<file path="src/rtl/shift_reg_burst.sv">
// Burst shift register: LOAD, and LEFT/RIGHT/ROTL by up to WIDTH single-bit steps.
// Define SHIFT_REG_ROTATE_EN to enable ROTL; otherwise mode 11 completes as a no-op.
module shift_reg_burst #(
  parameter int WIDTH = 8,
  parameter int CNT_W = $clog2(WIDTH + 1)
) (
  input  logic             clk,
  input  logic             rst,
  input  logic             start_i,
  input  logic [1:0]       mode_i,
  input  logic [WIDTH-1:0] par_i,
  input  logic [CNT_W-1:0] amt_i,
  input  logic             ser_i,
  output logic [WIDTH-1:0] P,
  output logic             ser_o,
  output logic             busy_o,
  output logic             done_o
);

  typedef enum logic [1:0] {IDLE, SHIFT, DONE} state_t;
  typedef enum logic [1:0] {OP_LOAD = 2'b00, OP_LEFT = 2'b01, OP_RIGHT = 2'b10, OP_ROTL = 2'b11} op_t;

  localparam logic [CNT_W-1:0] MAX_AMT = CNT_W'(WIDTH);

  state_t           state;
  op_t              op;
  logic [CNT_W-1:0] cnt;
  logic [CNT_W-1:0] amt_clamped;
  logic             is_shift;

  always_comb begin
    amt_clamped = (amt_i > MAX_AMT) ? MAX_AMT : amt_i;
    is_shift    = 1'b0;
    case (op_t'(mode_i))
      OP_LEFT, OP_RIGHT: is_shift = 1'b1;
`ifdef SHIFT_REG_ROTATE_EN
      OP_ROTL:           is_shift = 1'b1;
`endif
      default:           is_shift = 1'b0;
    endcase
  end

  always_ff @(posedge clk) begin
    if (rst) begin
      state  <= IDLE;
      op     <= OP_LOAD;
      cnt    <= '0;
      P      <= '0;
      ser_o  <= 1'b0;
      busy_o <= 1'b0;
      done_o <= 1'b0;
    end else begin
      case (state)
        IDLE: begin
          done_o <= 1'b0;
          if (start_i) begin
            op     <= op_t'(mode_i);
            cnt    <= amt_clamped;
            busy_o <= 1'b1;
            // Shifts with a non-zero amount run in SHIFT; everything else finishes next cycle.
            if (is_shift && (amt_clamped != '0)) begin
              state <= SHIFT;
            end else begin
              state  <= DONE;
              done_o <= 1'b1;
              if (op_t'(mode_i) == OP_LOAD) P <= par_i;
            end
          end
        end
        SHIFT: begin
          cnt <= cnt - 1'b1;
          case (op)
            OP_LEFT: begin
              P     <= {P[WIDTH-2:0], ser_i};
              ser_o <= P[WIDTH-1];
            end
            OP_RIGHT: begin
              P     <= {ser_i, P[WIDTH-1:1]};
              ser_o <= P[0];
            end
`ifdef SHIFT_REG_ROTATE_EN
            OP_ROTL: begin
              P     <= {P[WIDTH-2:0], P[WIDTH-1]};
              ser_o <= P[WIDTH-1];
            end
`endif
            default: ;
          endcase
          if (cnt == CNT_W'(1)) begin
            state  <= DONE;
            done_o <= 1'b1;
          end
        end
        DONE: begin
          state  <= IDLE;
          busy_o <= 1'b0;
          done_o <= 1'b0;
        end
        default: begin
          state  <= IDLE;
          busy_o <= 1'b0;
          done_o <= 1'b0;
        end
      endcase
    end
  end

endmodule

</file>
<file path="config.mk">
export PLATFORM = sky130hd
export DESIGN_NAME = shift_reg_burst
export DESIGN_NICKNAME = d
export VERILOG_FILES = /design/src/rtl/shift_reg_burst.sv
export SDC_FILE = /design/constraint.sdc
export NUM_CORES = 1
export LEC_CHECK = 0
export CAP_MARGIN = 20
export CORE_ASPECT_RATIO = 1.2
export CORE_MARGIN = 8
export CORE_UTILIZATION = 30
export DETAILED_ROUTE_END_ITERATION = 7
export GPL_TIMING_DRIVEN = 0
export PLACE_DENSITY = 0.63
export RECOVER_POWER = 100
export SYNTH_ARGS = -nofsm -noshare
export SYNTH_HDL_FRONTEND = slang
export SYNTH_SLANG_ARGS = --single-unit
</file>
<file path="constraint.sdc">
create_clock -name clk -period 2.1 [get_ports clk]
set_input_delay 0.42 -clock clk [delete_from_list [all_inputs] [get_ports clk]]
set_output_delay 0.42 -clock clk [all_outputs]
set_load 0.01 [all_outputs]
</file>
==> metrics.csv <==
metric,value,unit
status,"complete, no violations",
hold_end,ser_o$_SDFFE_PP0P_,
clock.fmax,485,MHz
cp_common_cell,or4_4,
viasPerCell,5.39,
dp_hpwl,2300,microns
clock_sinks,19,
hold_viol,0,
cp_slowest_stage_delay,520,ps
fin_crit,2060,ps
leakagePower,0.000590,uW
r2r_start,op[0]$_SDFFE_PP0P_,
port_buffers,27,
yosysWarningCount,0,
cts_hold_buf,0,
setup_ws,38.6,ps
diodes,0,
critical_path_required,2290,ps
drive_gt1_share,10.0,%
path_class,in2reg,
grt_pass1_vias,1258,
cts.path.max_buffers,2,
gp_congestion,0.816,
numCtsBuffers,3,
die_w,71.8,microns
fin_hold_ws,510,ps
yosys.cell_types.count,26,
drtIter0Drc,98,
cts_root_buf,clkbuf_8,
skew,1.22,ps
fin_setup_tns,0,ps
yosysSeqAreaShare,34.0,%
cpLargestDelayFamily,simple AND/OR/NAND/NOR gates,
p_total,942,uW
worst_ir_drop_vdd,0.000282,V
die_h,82.9,microns
crit_slowest_cell,or4_4,
drv_cap,0,
syn_avg_cell_area,7.67,sq um
firstDrtPassIters,4,
yosysTopAreaCell,dfxtp_1,
final_nets,204,
core,0.00360,sq mm
min_path_type,reg2reg,
start_util,31.1,%
cp_max_fo,6,
place_ws,-637,ps
r2r-end,P[1]$_SDFFE_PP0P_,
yosys-top-cells-area,"dfxtp_1 (34%), a211oi_1 (8.0%), nor2_1 (7.4%)",
io_pins,29,
path_buf_inv,2,
fp.dieArea,0.00595,sq mm
grt_use_total,10.8,%
cts-htree-levels,1,
final_cell_mix,"nor2_1 (22), dfxtp_1 (19), o21ai_0 (12), a211oi_1 (12), nor2b_1 (12)",
synthesis.nets,169,
slew_headroom,60.7,%
tightest_slew,590,ps
avgRoutedWirePerCell,14.6,microns
drtAntennaViolNets,0,
clk_latency,260,ps
grt_pass1_wl,5360,microns
via_count,1181,
rsz0062_at_grt,false,
rows,24,
layout_commonest_cell,nor2_1,
antenna_found_initial,0,
hold_depth,2,
cts_tree,done,
area_growth,37.5,%
grt_overflow_total,0,
period_share,98.2,%
critPathCaptureType,register,
drt_wl_total,3190,microns
clkTransAtPathRegs,70,ps
ff2ff_path_depth,7,
arrival,2250,ps
crit_chain,dlygate4sd2_1 -> or4_4 -> a221o_1 -> buf_6 -> or4_4 -> a21oi_2,
ys_ff_latch,19,
grt_max_degree,11,
syn-instance-count,146,
start_kind,input pin,
hp-start,ser_o$_SDFFE_PP0P_,
yosysTopAreaCellShare,34.0,%
synth_area,0.00112,sq mm
power_density,612,mW/mm^2
finalMaxSlewViolations,0,
rrSetupSlack,170,ps
drc,0,
setup_viol,0,
[tightest hold or removal path, stage by stage (launching register included)]
cell	delay, ps
dfxtp_1	310
nor2_1	100
a211oi_1	50
[per-layer routing]
metal	vias up	part of all wire (%)	track usage (%)
li1	589	-	-
met1	544	41	11.2
met2	41	48	18.0
met3	7	8.8	3.49
met4	0	2.4	6.70
met5	-	0	0
[registers in the layout (all words and copies together), names as in the netlist]
register  flops
P             8
ser_o         1
cnt           4
done_o        1
state         2
busy_o        1
op            2
[through the flow]
step,std cells,area [sq um],utilization (%)
2_1_floorplan,146,1120,-
3_3_place_gp,212,1440,39.9
3_5_place_dp,212,1440,39.9
4_1_cts,219,1520,42.3
5_1_grt,219,1540,42.7
6_report,219,1540,42.7
[cells by family after synthesis]
logic type,share of synthesized area [%]
multiplexers,0.894
flip-flops,34.0
buffers and inverters,6.70
adder cells (fa/ha/maj),5.59
AO/OA/AOI/OAI,24.4
AND/OR/NAND/NOR,28.5
[worst max-delay path by stage]
| stage | start | to | slack, ps | depth (start not counted) |
|---|---|---|---|---|
| after global placement | mode_i[0] | P[4]$_SDFFE_PP0P_ | -630 | 8 |
| after global routing | amt_i[0] | P[1]$_SDFFE_PP0P_ | 4 | 6 |
| final | amt_i[0] | P[1]$_SDFFE_PP0P_ | 40 | 6 |
| after detailed placement | mode_i[0] | P[4]$_SDFFE_PP0P_ | -640 | 8 |
| after CTS | amt_i[1] | P[4]$_SDFFE_PP0P_ | -60 | 6 |
| after floorplan | amt_i[0] | P[4]$_SDFFE_PP0P_ | -50 | 5 |
[cells in the mapped netlist]
cell / count
inv_1: 8
ha_1: 5
buf_1: 2
o21ai_0: 12
nor4_1: 2
or2b_1: 1
a211oi_1: 12
or4_4: 1
a221o_1: 1
clkbuf_1: 7
nor2b_1: 12
nor2_1: 22
nand2b_1: 2
mux2i_1: 1
buf_6: 1
a21oi_1: 13
a2111oi_0: 1
o21ba_2: 1
a31oi_1: 2
a22o_1: 1
or4_1: 8
nand2_1: 4
a22oi_1: 1
nor3b_1: 3
nor3_1: 4
dfxtp_1: 19
[final cells by class]
cell class / count / area, sq um
Multi-Input combinational cell: 109 / 699
Clock buffer: 4 / 45.0
Sequential cell: 19 / 380
Inverter: 8 / 30.0
Fill cell: 379 / 2060
Tap cell: 39 / 48.8
Timing Repair Buffer: 30 / 290
Buffer: 10 / 46.3
[repair_timing]
item                                    CTS  global route
endpoints found under the setup margin    8             8
setup buffers                             3             0
resized for setup                        13             6
pin swaps                                15             6
endpoints found under the hold margin     0             0
[report_power, final]
| group | internal (uW) | total [uW] | switching [uW] | leakage, uW |
|---|---|---|---|---|
| logic | 130 | 270 | 140 | 0.000412 |
| clock network | 135 | 255 | 120 | 0.0000228 |
| registers | 391 | 417 | 26.3 | 0.000156 |
No activity file was read; power rests on OpenSTA's default activity.
